**src/rtl/dmem_pkg.sv**
```systemverilog
// Shared types and the access-legality rule for the data memory controller.
package dmem_pkg;

  typedef enum logic [1:0] {
    SZ_BYTE = 2'd0,
    SZ_HALF = 2'd1,
    SZ_WORD = 2'd2
  } size_t;

  typedef enum logic [1:0] {
    IDLE,
    WAIT,
    ACCESS
  } dmem_state_t;

  // Alignment/size legality only; the range check depends on DEPTH and lives in the top.
  function automatic logic is_legal(input logic [1:0] size, input logic [1:0] lane);
    case (size)
      SZ_BYTE: return 1'b1;
      SZ_HALF: return !lane[0];
      SZ_WORD: return lane == 2'b00;
      default: return 1'b0;
    endcase
  endfunction

endpackage

```
**src/rtl/dmem_load_fmt.sv**
```systemverilog
// Load formatter: picks the addressed byte/half out of a RAM word and sign/zero extends it.
module dmem_load_fmt
  import dmem_pkg::*;
(
  input  logic [31:0] word,
  input  logic [1:0]  lane,
  input  logic [1:0]  size,
  input  logic        Unsigned,
  output logic [31:0] value
);

  logic [7:0]  b;
  logic [15:0] h;

  always_comb begin
    b = word[{lane, 3'b000} +: 8];
    h = lane[1] ? word[31:16] : word[15:0];
    value = word;
    if (size == SZ_BYTE)
      value = Unsigned ? {24'b0, b} : {{24{b[7]}}, b};
    else if (size == SZ_HALF)
      value = Unsigned ? {16'b0, h} : {{16{h[15]}}, h};
  end

endmodule

```
**src/rtl/data_mem_ctrl.sv**
```systemverilog
// Word-organised data RAM with Req/Ready/Done handshake, WAIT_CYCLES wait states and error flagging.
// RAM contents are not initialised; loads before the first store return X.
module data_mem_ctrl
  import dmem_pkg::*;
#(
  parameter int DEPTH       = 128,
  parameter int WAIT_CYCLES = 1,
  parameter string INIT_FILE = "dmem.hex"
) (
  input  logic        clk,
  input  logic        rst,
  input  logic        Req,
  input  logic        WE,
  input  logic [1:0]  Size,
  input  logic        Unsigned,
  input  logic [31:0] Address,
  input  logic [31:0] Write_Data,
  output logic        Ready,
  output logic        Done,
  output logic        Err,
  output logic [31:0] Read_Data
);

  localparam int AW = $clog2(DEPTH);
  localparam logic [3:0] WAIT_LOAD = (WAIT_CYCLES > 0) ? 4'(WAIT_CYCLES - 1) : 4'd0;

  dmem_state_t state, state_nxt;
  logic [3:0]  cnt, cnt_nxt;
  logic        done_nxt, err_nxt;

  logic        we_q, uns_q;
  logic [1:0]  size_q;
  logic [AW+1:0] addr_q;
  logic [31:0] wdata_q;

  logic [31:0] mem [DEPTH];
  logic [31:0] cur_word, merged, load_val;
  logic        legal;

  assign Ready    = (state == IDLE);
  assign legal    = is_legal(Size, Address[1:0]) && (Address[31:AW+2] == '0);
  assign cur_word = mem[addr_q[AW+1:2]];

  always_comb begin
    state_nxt = state;
    cnt_nxt   = cnt;
    done_nxt  = 1'b0;
    err_nxt   = 1'b0;
    case (state)
      IDLE: begin
        if (Req) begin
          if (!legal) begin
            done_nxt = 1'b1;
            err_nxt  = 1'b1;
          end else if (WAIT_CYCLES > 0) begin
            state_nxt = WAIT;
            cnt_nxt   = WAIT_LOAD;
          end else begin
            state_nxt = ACCESS;
          end
        end
      end
      WAIT: begin
        if (cnt == 4'd0) state_nxt = ACCESS;
        else             cnt_nxt   = cnt - 4'd1;
      end
      ACCESS: begin
        state_nxt = IDLE;
        done_nxt  = 1'b1;
      end
      default: state_nxt = IDLE;
    endcase
  end

  always_ff @(posedge clk or posedge rst) begin
    if (rst) begin
      state     <= IDLE;
      cnt       <= 4'd0;
      Done      <= 1'b0;
      Err       <= 1'b0;
      Read_Data <= 32'd0;
    end else begin
      state <= state_nxt;
      cnt   <= cnt_nxt;
      Done  <= done_nxt;
      Err   <= err_nxt;
      if (state == ACCESS && !we_q) Read_Data <= load_val;
    end
  end

  // Request fields need no reset: they are only consumed after an accept.
  always_ff @(posedge clk) begin
    if (Req && state == IDLE) begin
      we_q    <= WE;
      size_q  <= Size;
      uns_q   <= Unsigned;
      addr_q  <= Address[AW+1:0];
      wdata_q <= Write_Data;
    end
  end

  always_comb begin
    merged = cur_word;
    case (size_q)
      SZ_BYTE: merged[{addr_q[1:0], 3'b000} +: 8]  = wdata_q[7:0];
      SZ_HALF: merged[{addr_q[1], 4'b0000} +: 16]  = wdata_q[15:0];
      default: merged = wdata_q;
    endcase
  end

  // Reset forces state to IDLE asynchronously, so an aborted store never reaches this write.
  always_ff @(posedge clk) begin
    if (state == ACCESS && we_q && !rst) mem[addr_q[AW+1:2]] <= merged;
  end

  dmem_load_fmt u_fmt (
    .word     (cur_word),
    .lane     (addr_q[1:0]),
    .size     (size_q),
    .Unsigned (uns_q),
    .value    (load_val)
  );

endmodule

```
**config.mk**
```make
export PLATFORM = sky130hd
export DESIGN_NAME = data_mem_ctrl
export DESIGN_NICKNAME = d
export VERILOG_FILES = /design/src/rtl/dmem_pkg.sv /design/src/rtl/dmem_load_fmt.sv /design/src/rtl/data_mem_ctrl.sv
export SDC_FILE = /design/constraint.sdc
export NUM_CORES = 2
export LEC_CHECK = 0
export CAP_MARGIN = 20
export CORE_ASPECT_RATIO = 2
export CORE_MARGIN = 8
export CORE_UTILIZATION = 28
export CTS_BUF_LIST = sky130_fd_sc_hd__clkbuf_16
export CTS_CLUSTER_DIAMETER = 200
export DETAILED_ROUTE_END_ITERATION = 10
export GPL_TIMING_DRIVEN = 0
export PLACE_DENSITY_LB_ADDON = 0.05
export SKIP_LAST_GASP = 1
export SLEW_MARGIN = 20
export SYNTH_ARGS = -nofsm -noshare
export SYNTH_HDL_FRONTEND = slang
export SYNTH_SLANG_ARGS = --single-unit
```
**constraint.sdc**
```tcl
create_clock -name clk -period 13.4 [get_ports clk]
set_input_delay 2.68 -clock clk [delete_from_list [all_inputs] [get_ports clk]]
set_output_delay 2.68 -clock clk [all_outputs]
set_load 0.03 [all_outputs]
```
==> impl_metrics.json <==
{
  "finalPower_mw": 29.8,
  "io_buffers": 105,
  "final_cell_mix": "4141 x edfxtp_1, 1084 x mux4_2, 442 x buf_12, 416 x clkbuf_16, 279 x nand2_1",
  "seqCellArea_mm2": 0.125,
  "relSlewSlack": 0.136,
  "clk-insertion-delay-late_ps": 1010,
  "skew_ps": 77.3,
  "crit_arrival_ps": 10490,
  "netlist_area_mm2": 0.161,
  "root_buffer": "clkbuf_16",
  "p_leak_nw": 63.7,
  "rows": 394,
  "routed.top_layer": "met5",
  "hpwl_um": 680000,
  "start_util": 0.281,
  "seq_power_share": 0.495,
  "final_net_count": 8444,
  "drt_iter0_drc": 11500,
  "track_usage": 0.284,
  "cap_violations": 0,
  "wl_met3_um": 47400,
  "grt_pass1_vias": 90900,
  "core_mm2": 0.575,
  "antenna_left": 0,
  "place.gp.congestion": 0.925,
  "ctsHoldBuffers": 0,
  "timing.final.crit_share": 0.733,
  "netSwitchingPower_mw": 7.74,
  "ir_worst_vdd_mv": 0.101,
  "wl_met1_um": 287000,
  "syn-num-nets": 7208,
  "die_h_um": 1090,
  "drive_gt1_frac": 0.337,
  "syn-instance-count": 7130,
  "finalWorstSetupSlack_ps": 3580,
  "clock-sinks": 4188,
  "dr.pass1.iters": 8,
  "min_period_ps": 9820,
  "wl_per_cell_um": 53.9,
  "max_freq_mhz": 102,
  "num_vias": 91500,
  "p_int_mw": 22.1,
  "cp-end-kind": "flip-flop",
  "clk_path_buf_depth": 4,
  "critical_path.max_fanout": 32,
  "finalHoldViolCount": 0,
  "clk_pin_slew_ps": 70,
  "async_reset_ff_frac": 0.00955,
  "htree_levels": 5,
  "cts_setup_buffers": 0,
  "crit_required_ps": 14070,
  "p_clk_frac": 0.395,
  "wl_um": 880000,
  "p_sw_frac": 0.259,
  "area_delta_synth_final_pct": 25.4,
  "grt_pass1_wl_um": 1090000,
  "numCtsBuffers": 406,
  "rsz0062_at_grt": "no",
  "num_io_pins": 106,
  "drv_slew": 0,
  "drc": 0,
  "run_status": "finished clean",
  "cts_resized": 0,
  "ys_seq_area_frac": 0.777,
  "powerDensity_mw_per_mm2": 147,
  "worst_slew_pin_slew_ps": 1290,
  "pwr-share-comb": 0.111,
  "multi_input_area_mm2": 0.0352,
  "syn_area_per_cell_um2": 22.6,
  "die_w_um": 553,
  "viasPerCell": 5.60,
  "grt_overflow": 0,
  "fill_cells": 53000,
  "setup_violations": 0,
  "wl_met2_um": 459000,
  "dp_slack_ps": 3600,
  "start_kind": "flip-flop",
  "crit_type": "flip-flop to flip-flop",
  "synth_cell_types": 76,
  "setup_tns_ps": 0,
  "final_common_cell": "edfxtp_1",
  "synth_edf_count": 4141,
  "synthFlopType": "edfxtp_1",
  "synth-seq-cells": 4188,
  "fin_util": 0.352,
  "yosys_warnings": 0,
  "grt_max_degree": 93,
  "antenna_found_initial": 73,
  "hp-class": "flip-flop to flip-flop",
  "dieArea_mm2": 0.603,
  "cts_tree": "built"
}
final cells by class:
type,count,share of cell area
diodes,104,0.00129
plain buffers,391,0.0114
clock buffers,416,0.0514
clock inverters,330,0.0131
inverters,17,0.000340
multi-input cells,2534,0.174
flip-flops and latches,4188,0.620
well taps,7524,0.0465
repair buffers,828,0.0823
through the flow:
step | instance area (um^2) | instances | hold WS (ps)
detailed placement | 189000 | 15500 | 506
global placement | 172000 | 14800 | 495
finish | 202000 | 16300 | 518
global route | 202000 | 16300 | 537
CTS | 202000 | 16200 | 516
floorplan | 161000 | 7130 | 472
flip-flops by register name (all words and copies together) (netlist names), named ones only:
signal,count
wdata_q,32
Read_Data,32
mem,4096
we_q,1
uns_q,1
state,2
Done,1
cnt,4
Err,1
size_q,2
addr_q,9
layer usage:
| metal | GRT usage | vias up |
|---|---|---|
| met5 | 0 | - |
| met4 | 0.221 | 12 |
| met3 | 0.0417 | 1690 |
| met2 | 0.518 | 4765 |
| met1 | 0.292 | 51900 |
| li1 | - | 33100 |
worst max-delay path, cell delays in order (launching register included):
cell      delay (ps)
dfxtp_1          300
buf_2            380
buf_2            630
buf_2            570
buf_2            670
clkbuf_2         560
buf_12           270
clkbuf_1         700
mux4_2           450
nand2_1           90
nand3_1          650
a31oi_1          980
nand3_1         1090
a222oi_1         860
o21ai_4          360
buf_12           270
buf_16           220
buf_16           170
path summary, 6_finish.rpt:
check	from	to	slack, ps	cells past startpoint
min reg2reg	cnt[0]$_DFFE_PP0P_	cnt[0]$_DFFE_PP0P_	520	1
max	flip-flop	mem[42][20]$_DFFE_PP_	3580	17
min	cnt[0]$_DFFE_PP0P_	cnt[0]$_DFFE_PP0P_	520	1
max reg2reg	flip-flop	mem[42][20]$_DFFE_PP_	3580	17
min in group asynchronous	rst	cnt[3]$_DFFE_PP0P_	2100	2
max in group asynchronous	rst	Read_Data[2]$_DFFE_PP0P_	10730	3
power groups by stage:
stage          logic (mW)  registers (mW)  clock network, mW
2_1_floorplan        1.31            15.1                  0
3_3_place_gp         2.88            15.3                  0
3_5_place_dp         3.31            15.0                  0
4_1_cts              3.31            14.8               11.9
5_1_grt              3.32            14.7               12.3
6_report             3.30            14.8               11.8
synthesized netlist by cell type, types with 44 or more instances:
cell type | number | area share
mux4_2 | 1084 | 0.15
o221ai_1 | 71 | 0.0039
clkbuf_1 | 166 | 0.0039
a32oi_1 | 52 | 0.0028
nand3_1 | 58 | 0.0018
o21ai_0 | 44 | 0.0014
buf_2 | 88 | 0.0027
edfxtp_1 | 4141 | 0.77
nand2_1 | 286 | 0.0066
a21oi_1 | 50 | 0.0015
mux2i_1 | 234 | 0.015
o22ai_1 | 57 | 0.0022
buf_4 | 75 | 0.0035
nor2_1 | 219 | 0.0051
logic make-up after synthesis:
logic type | after synthesis | share of synthesized area
buffers and inverters | 408 | 0.0138
DFF | 4188 | 0.777
muxes | 1341 | 0.167
AOI/OAI and AO/OA | 487 | 0.0222
adders and majority gates | 7 | 0.000542
and+or+nand+nor | 697 | 0.0188
xor gates and xnor gates | 2 | 0.000109
No activity file was read; power rests on OpenSTA's default activity.
